[config.mk]
export PLATFORM = sky130hd
export DESIGN_NAME = morse_key_sequencer
export DESIGN_NICKNAME = d
export VERILOG_FILES = /design/src/rtl/morse_key_sequencer.sv
export SDC_FILE = /design/constraint.sdc
export NUM_CORES = 1
export LEC_CHECK = 0
export CORE_MARGIN = 2
export CORE_UTILIZATION = 45
export CTS_BUF_LIST = sky130_fd_sc_hd__clkbuf_2 sky130_fd_sc_hd__clkbuf_4 sky130_fd_sc_hd__clkbuf_8
export CTS_CLUSTER_SIZE = 24
export DETAILED_ROUTE_END_ITERATION = 10
export GPL_TIMING_DRIVEN = 1
export PLACE_DENSITY = 0.62
export SYNTH_ARGS = -nofsm -noshare
export SYNTH_HDL_FRONTEND = slang
export SYNTH_SLANG_ARGS = --single-unit
[constraint.sdc]
create_clock -name clk -period 3.7 [get_ports clk]
set_input_delay 0.37 -clock clk [delete_from_list [all_inputs] [get_ports clk]]
set_output_delay 0.37 -clock clk [all_outputs]
set_load 0.02 [all_outputs]
[src/rtl/morse_key_sequencer.sv]
// morse_key_sequencer: synchronises and debounces a straight key, then emits one
// dot/dash strobe per key-down interval and char/word-space strobes per key-up interval.
module morse_key_sequencer #(
    parameter int UNIT_CYCLES     = 4,
    parameter int DEBOUNCE_CYCLES = 2,
    parameter int CNT_W           = 8
) (
    input  logic clk,
    input  logic rst,
    input  logic en,
    input  logic key_raw,
    output logic dot_out,
    output logic dash_out,
    output logic char_space_out,
    output logic word_space_out,
    output logic busy
);
    localparam int DB_W = $clog2(DEBOUNCE_CYCLES + 1);
    localparam logic [DB_W-1:0]  DB_LAST  = DB_W'(DEBOUNCE_CYCLES - 1);
    localparam logic [CNT_W-1:0] CNT_MAX  = '1;
    localparam logic [CNT_W-1:0] CNT_ONE  = CNT_W'(1);
    localparam logic [CNT_W-1:0] DASH_MIN = CNT_W'(2 * UNIT_CYCLES);
    localparam logic [CNT_W-1:0] CHAR_GAP = CNT_W'(3 * UNIT_CYCLES);
    localparam logic [CNT_W-1:0] WORD_GAP = CNT_W'(7 * UNIT_CYCLES);

    typedef enum logic [1:0] {IDLE, PRESS, GAP} state_t;

    state_t          state;
    logic            s1, ks, kd;
    logic [DB_W-1:0] db_cnt;
    logic [CNT_W-1:0] cnt, cnt_inc;

    assign cnt_inc = (cnt == CNT_MAX) ? cnt : cnt + 1'b1;

    always_ff @(posedge clk or posedge rst) begin
        if (rst) begin
            s1     <= 1'b0;
            ks     <= 1'b0;
            kd     <= 1'b0;
            db_cnt <= '0;
        end else begin
            s1 <= key_raw;
            ks <= s1;
            if (ks == kd)
                db_cnt <= '0;
            else if (db_cnt == DB_LAST) begin
                kd     <= ks;
                db_cnt <= '0;
            end else
                db_cnt <= db_cnt + 1'b1;
        end
    end

    // cnt counts kd-stable cycles of the current interval, loaded with 1 on entry
    always_ff @(posedge clk or posedge rst) begin
        if (rst) begin
            state          <= IDLE;
            cnt            <= '0;
            busy           <= 1'b0;
            dot_out        <= 1'b0;
            dash_out       <= 1'b0;
            char_space_out <= 1'b0;
            word_space_out <= 1'b0;
        end else begin
            dot_out        <= 1'b0;
            dash_out       <= 1'b0;
            char_space_out <= 1'b0;
            word_space_out <= 1'b0;
            if (!en) begin
                state <= IDLE;
                cnt   <= '0;
                busy  <= 1'b0;
            end else begin
                case (state)
                    IDLE: if (kd) begin
                        state <= PRESS;
                        cnt   <= CNT_ONE;
                        busy  <= 1'b1;
                    end
                    PRESS: if (kd)
                        cnt <= cnt_inc;
                    else begin
                        dot_out  <= cnt < DASH_MIN;
                        dash_out <= cnt >= DASH_MIN;
                        state    <= GAP;
                        cnt      <= CNT_ONE;
                    end
                    GAP: begin
                        char_space_out <= cnt == CHAR_GAP;
                        word_space_out <= cnt == WORD_GAP;
                        // a new press wins over the return to IDLE, spaces still fire
                        if (kd) begin
                            state <= PRESS;
                            cnt   <= CNT_ONE;
                        end else if (cnt == WORD_GAP) begin
                            state <= IDLE;
                            busy  <= 1'b0;
                        end else
                            cnt <= cnt_inc;
                    end
                    default: begin
                        state <= IDLE;
                        busy  <= 1'b0;
                    end
                endcase
            end
        end
    end
endmodule
# After elaboration in Yosys (flattened, before gate mapping)
# Cells that the tools add are included.
# word_totals
ff_bits	20
wordCells	66
out_inout_bits	5
input_bits	4
# classes
magnitude_cmp	2
n_bitwise	1
addsub	2
mux	30
n_eq_ne	15
reduce_logical	5
# ops
cell	n
8-bit 2-to-1 mux	6
8-bit one-hot mux with 3 select lines	1
1-bit 2-to-1 mux	14
2-bit 2-to-1 mux	7
3-bit != test (second input constant)	4
8-bit by 1-bit adder with 8-bit output (second input constant)	1
8-bit by 4-bit equality test with 1-bit output (second input constant)	1
8-bit by 5-bit equality test with 1-bit output (second input constant)	1
8-bit equality test (second input constant)	1
8-bit by 4-bit greater-or-equal comparator with 1-bit output (second input constant)	1
8-bit by 4-bit < comparator with 1-bit output (second input constant)	1
4-bit != test (second input constant)	2
2-bit one-hot mux with 3 select lines	1
3-bit AND reduction	2
2-bit by 1-bit equality test with 1-bit output (second input constant)	2
4-bit by 1-bit != test with 1-bit output (second input constant)	1
4-bit AND reduction	1
1-bit one-hot mux with 3 select lines	1
2-bit by 1-bit adder with 2-bit output (second input constant)	1
2-bit equality test (second input constant)	1
2-bit logical NOT	1
2-bit != test (second input constant)	1
2-bit AND reduction	1
1-bit equality test	1
1-bit NOT	1

# Depth between registers and ports, before layout
# Gate-level depths: netlist of the first run.
# logic_depth
word_depth	6
ltp_mapped	8
mapped_depth_nobuf	6

# Worst setup path after synthesis of the first run
# No wires, ideal clock.
# synth_timing
path_type	register to register
startpoint	reg state[0]
endpoint	reg cnt[6]
path_stages_with_launch	9
path_buffers	2
arrival_time_ns	1.692
path_slack_ns	1.881
synth_period_minus_slack_ns	1.819
setup_time_ns	0.127
required_time_ns	3.573
cell_sequence	dfrtp_1 inv_1 ha_1 clkbuf_1 nand3b_1 o32a_1 buf_6 a41oi_1 a21oi_1
# synth_via
elab_chain_cells	3
elab_cells_between_ends	9
classes_between	eq/ne (5); mux (2); reduce/logical (2)
# synth_rtl
element	line_no	text
start: declaration	28	state_t state;
start signal: assignment	57	state <= IDLE;
start signal: assignment	70	state <= IDLE;
start signal: assignment	76	state <= PRESS;
2-bit equality test, or another cell as far along	74	case (state)
4-bit by 1-bit != test with 1-bit output (no source line), or another cell as far along	n/a	
3-bit AND reduction (no source line) or 8-bit 2-to-1 mux (tied branches)	n/a	
end signal: assignment	81	cnt <= cnt_inc;
end signal: assignment	99	cnt <= cnt_inc;
end: declaration	31	logic [CNT_W-1:0] cnt, cnt_inc;
# Several ways; a longest one is shown, not always the timed one.
# A chain may end at the register's enable or synchronous reset.

# Worst setup path after layout of the first run
# layout_timing
startpoint	reg state[1]
endpoint	reg cnt[5]
# The elaborated chain is that of the path after synthesis.

==> results of run 1 <==
-- critical path, stage by stage (launching register included) --
cell and delay, ns:
dfrtp_1 0.45, inv_1 0.12, ha_1 0.28, mux2_2 0.37, o32a_1 0.33, a41oi_1 0.27, a211oi_1 0.06
-- placed cells by master, fill, tap and decap left out, types with 4 or more instances in the layout --
cell	count
dfrtp_1	20
nand2_1	13
a21oi_1	13
clkdlybuf4s50_1	8
nor2_1	7
ha_1	7
inv_1	6
nand3_1	5
nor3_1	5
o31ai_1	4
-- logic make-up after synthesis --
| group | Yosys count | synth area share |
|---|---|---|
| AO/OA/AOI/OAI | 33 | 0.191 |
| multiplexers | 4 | 0.0369 |
| AND/OR/NAND/NOR | 47 | 0.208 |
| XOR/XNOR | 1 | 0.00760 |
| flip-flops | 20 | 0.434 |
| adder cells (fa/ha/maj) | 7 | 0.0760 |
| buffers and inverters | 12 | 0.0456 |
-- final cells by class --
cell class	instances	area, sq um	area share
Clock inverter	1	30.0	0.0232
Multi-Input combinational cell	92	599	0.464
Inverter	6	22.5	0.0174
Tap cell	30	37.5	0.0290
Timing Repair Buffer	8	80.1	0.0620
Clock buffer	3	22.5	0.0174
Sequential cell	20	500	0.387
-- Yosys cell counts (2+ instances only) --
cell / n / share of area
nand3_1: 5 / 0.022
a21oi_1: 13 / 0.056
dfrtp_1: 20 / 0.43
nor2_1: 7 / 0.023
clkbuf_1: 4 / 0.013
nor3_1: 5 / 0.022
mux2i_1: 2 / 0.017
a21boi_0: 2 / 0.013
ha_1: 7 / 0.076
nand2b_1: 2 / 0.011
mux2_2: 2 / 0.020
and3_1: 3 / 0.016
nand2_1: 13 / 0.042
o211ai_1: 2 / 0.013
a41oi_1: 2 / 0.015
o311a_1: 2 / 0.017
inv_1: 6 / 0.020
o21ai_0: 3 / 0.013
o31ai_1: 4 / 0.026
nor2b_1: 2 / 0.011
nand4_1: 3 / 0.016
-- state kept, by name, summed over array words and instances, names as in the netlist --
signal          cells
dash_out            1
cnt                 8
char_space_out      1
ks                  1
state               2
s1                  1
busy                1
dot_out             1
word_space_out      1
kd                  1
db_cnt              2
-- power by group --
part           switching [mW]  internal [mW]  leakage, nW
sequential             0.0478          0.249        0.268
clock                  0.0704          0.110       0.0279
combinational           0.152          0.124        0.228
-- routing by layer --
metal	vias up	wire, um
met3	5	112
met2	22	1090
li1	459	-
met5	-	0
met4	0	35
met1	439	1120
-- worst max-delay path by stage --
| stage | start | to | slack [ns] | cells after the start |
|---|---|---|---|---|
| floorplan | state[0] | cnt[6] | 1.88 | 8 |
| global placement | en | cnt[5] | 1.58 | 5 |
| detailed placement | en | cnt[5] | 1.55 | 5 |
| CTS | state[1] | cnt[5] | 1.72 | 6 |
| global route | state[1] | cnt[5] | 1.57 | 6 |
| finish | state[1] | cnt[5] | 1.70 | 6 |
==> results_dict.tcl, run 1 <==
set metrics [dict create \
    io_buffers 8 \
    grt_util_met3 0.0246 \
    grtUsageTotal 0.190 \
    clockBufferDepth 2 \
    ys_types 36 \
    die_area_sq_um 2980 \
    crit_path_end_kind "flip-flop" \
    r2r_cells 6 \
    power.leakage_nw 0.524 \
    syn-instance-count 124 \
    die_w_um 54.6 \
    gr-total-overflow 0 \
    timing.rr.end "cnt[5]" \
    cts-htree-levels 1 \
    worst_pin_slew_ns 0.763 \
    fp.coreArea_sq_um 2450 \
    cp.required_ns 3.88 \
    num_vias 925 \
    hold_end "ks" \
    status "completed" \
    synth_seq_cells 20 \
    hp-class "flip-flop to flip-flop" \
    rrSetupSlack_ns 1.70 \
    cp-start-kind "flip-flop" \
    netlist_area_sq_um 1150 \
    initial_core_util 0.469 \
    grt_setup_unrepaired "false" \
    min_from "s1" \
    path_clk_slew_ns 0.12 \
    synth_nets 135 \
    gp_congestion 0.781 \
    finish.utilization 0.527 \
    fmax_mhz 499 \
    cts_hold_buf 0 \
    drtIter0Drc 34 \
    tritoncts "yes" \
    clock_sinks 20 \
    whs_ns 0.368 \
    layout-drive-gt1-share 0.0692 \
    diodes 0 \
    synth-main-ff-cell "dfrtp_1" \
    hpwlAfterDp_um 1700 \
    timing.rr.start "state[1]" \
    cp_max_fo 12 \
    areaGrowthSynthToFinish_pct 12.2 \
    layout_min_cycle_time_ns 2.00 \
    gr-max-usage-layer "met2" \
    peakVddDrop_mv 0.363 \
    fp.dieH_um 54.6 \
    cts_resized 0 \
    post_dp_cell_area_sq_um 1240 \
    numCtsBuffers 3 \
    stdcell_area_sq_um 1290 \
    cts_setup_buffers 0 \
    cts_root_buffer "clkbuf_4" \
    setup_tns_ns 0 \
    synthArstFlopShare 1.00 \
    syn_area_per_cell_sq_um 9.29 \
    post-route-period-util 0.541 \
    grt_max_degree 21 \
    io_pins 9 \
    grt_pass1_vias 891 \
    power_density_nw_per_um2 582 \
    grtUsageMet2 0.313 \
    first_pass_iters 4 \
    drv_cap 0 \
    final_cells 160 \
    layout_setup_ws_ns 1.70 \
    insertion_delay_ns 0.31 \
    drc_errors 0 \
    synth-edff-count 0 \
    yosysSeqAreaShare 0.434 \
    critPathKind "flip-flop to flip-flop" \
    dp_slack_ns 1.55 \
    fillers 238 \
    setup_violations 0 \
    drt-total-wl_um 2350 \
    antenna_found_initial 0 \
    drtAntennaViolNets 0 \
    critPathArrivalTime_ns 2.18 \
    vias_per_cell 5.78 \
    p_total_mw 0.752 \
    skew_ns 0.00130 \
    slew_violations 0 \
    grt_pass1_wl_um 4120 \
    relSlewSlack 0.491 \
    dp.cells 156 \
    rows 18 \
    grtUsageMet1 0.251 \
    wl_per_cell_um 14.7 \
    synth-warning-count 0 \
    hold_viol 0 \
    hold_depth 0 \
    nets 142 \
]
Power figures use the tool's default switching activity.
==> run 2, diff against run 1 <==
==> constraint.sdc (replaced) <==
create_clock -name clk -period 2 [get_ports clk]
set_input_delay 0.2 -clock clk [delete_from_list [all_inputs] [get_ports clk]]
set_output_delay 0.2 -clock clk [all_outputs]
set_load 0.02 [all_outputs]
==> results_dict.tcl, run 2 (synthesized netlist as in run 1, its figures left out) <==
set metrics [dict create \
    rows 18 \
    largest_reg_flops 8 \
    top_register "cnt" \
    skew_ns 0.00341 \
    swShare 0.347 \
    io_pins 9 \
    most-common-layout-cells "dfrtp_1, nand2_1, a21oi_1, buf_4, clkdlybuf4s50_1" \
    cp.required_ns 2.18 \
    peakVddDrop_mv 0.763 \
    hold_viol 0 \
    layout_min_cycle_time_ns 1.82 \
    hp-class "input port to async pin" \
    pwr-share-comb 0.432 \
    clockBufferDepth 2 \
    drtIter0Drc 37 \
    netSwitchingPower_mw 0.516 \
    fp.coreArea_sq_um 2450 \
    setup_tns_ns 0 \
    antenna_found_initial 0 \
    tritoncts "yes" \
    multi_input_area_sq_um 601 \
    crit_path_end_kind "flip-flop" \
    num_vias 983 \
    post_dp_cell_area_sq_um 1340 \
    die_w_um 54.6 \
    drt-total-wl_um 2400 \
    critPathArrivalTime_ns 2.00 \
    critPathKind "flip-flop to flip-flop" \
    io_buffers 8 \
    final_cells 173 \
    initial_core_util 0.469 \
    power.leakage_nw 0.589 \
    gr-total-overflow 0 \
    relSlewSlack 0.703 \
    status "completed" \
    grtUsageTotal 0.190 \
    reg.largest.list "cnt (8), db_cnt (2), state (2)" \
    grt_pass1_wl_um 3990 \
    fp.dieH_um 54.6 \
    cts_root_buffer "clkbuf_4" \
    clock_sinks 20 \
    clockPowerShare 0.223 \
    drtAntennaViolNets 0 \
    path_clk_slew_ns 0.11 \
    power_frac_seq 0.346 \
    vias_per_cell 5.68 \
    power_density_nw_per_um2 1070 \
    grt_setup_unrepaired "false" \
    fillers 213 \
    fmax_mhz 549 \
    wl_per_cell_um 13.9 \
    areaGrowthSynthToFinish_pct 20.7 \
    insertion_delay_ns 0.30 \
    drv_cap 0 \
    grt_max_degree 21 \
    dp.cells 169 \
    gp_congestion 0.831 \
    die_area_sq_um 2980 \
    cp-start-kind "flip-flop" \
    hpwlAfterDp_um 1860 \
    grt_pass1_vias 888 \
    cp_max_fo 12 \
    diodes 0 \
    worst_pin_slew_ns 0.445 \
    cts_setup_buffers 0 \
    final_common_cell "dfrtp_1" \
    setup_violations 0 \
    layout-drive-gt1-share 0.161 \
    register_area_sq_um 500 \
    slew_violations 0 \
    nets 155 \
    numCtsBuffers 3 \
    post-route-period-util 0.910 \
    p_int_mw 0.970 \
    drc_errors 0 \
    stdcell_area_sq_um 1390 \
    first_pass_iters 4 \
    cts-htree-levels 1 \
]
[run 2: changes by cell type in the layout (fill, tap and decap cells not counted), sizes merged]
cell  before  now
buf        0   13
[run 2: per-layer routing]
layer  track usage  vias to the layer above  wire length [um]  share of wire
li1              -                      487                 -              -
met1         0.239                      469              1080           0.45
met2         0.308                       25              1170           0.49
met3        0.0519                        2               135          0.056
met4        0.0708                        0                20         0.0083
met5             0                        -                 0              0
[run 2: metrics by stage]
step / setup slack [ns] / power, mW / hold slack (ns) / util
after floorplan: 0.181 / 0.956 / 0.164 / -
after global placement: 0.184 / 1.14 / 0.335 / 0.545
after detailed placement: 0.106 / 1.17 / 0.345 / 0.545
after CTS: 0.0995 / 1.50 / 0.204 / 0.566
after global routing: 0.0826 / 1.59 / 0.237 / 0.567
final: 0.180 / 1.49 / 0.201 / 0.567
[run 2: what timing repair did]
item                                    4_1_cts  5_1_grt
hold buffers                                  0        0
gates resized for setup                       0        1
endpoints found under the setup margin        0        1
[run 2: worst max-delay path, stage by stage (launching register included)]
cell	delay [ns]
dfrtp_1	0.43
inv_1	0.09
ha_1	0.31
mux2_2	0.27
o32a_2	0.29
a41oi_1	0.24
a211oi_1	0.07
[run 2: worst paths after layout]
check	from	end	slack, ns	depth (start not counted)
min in group clk	key_raw	s1	0.32	1
min	rst	db_cnt[1]	0.20	3
max	state[0]	cnt[5]	0.18	6
max reg2reg	state[0]	cnt[5]	0.18	6
min reg2reg	s1	ks	0.37	0
max in group asynchronous	rst	cnt[5]	1.59	3
[run 2: power groups by stage]
| stage | Clock (mW) | Sequential (mW) | Combinational (mW) |
|---|---|---|---|
| floorplan | 0 | 0.528 | 0.427 |
| finish | 0.331 | 0.514 | 0.641 |
| global route | 0.360 | 0.522 | 0.709 |
| global placement | 0 | 0.520 | 0.625 |
| detailed placement | 0 | 0.523 | 0.642 |
| CTS | 0.341 | 0.515 | 0.643 |
[run 2: layout make-up]
class                      count  area share
multi-input combinational     92       0.432
sequential                    20       0.360
timing repair buffer          21       0.128
tap                           30      0.0270
clock inverter                 1      0.0216
clock buffer                   3      0.0162
inverter                       6      0.0162
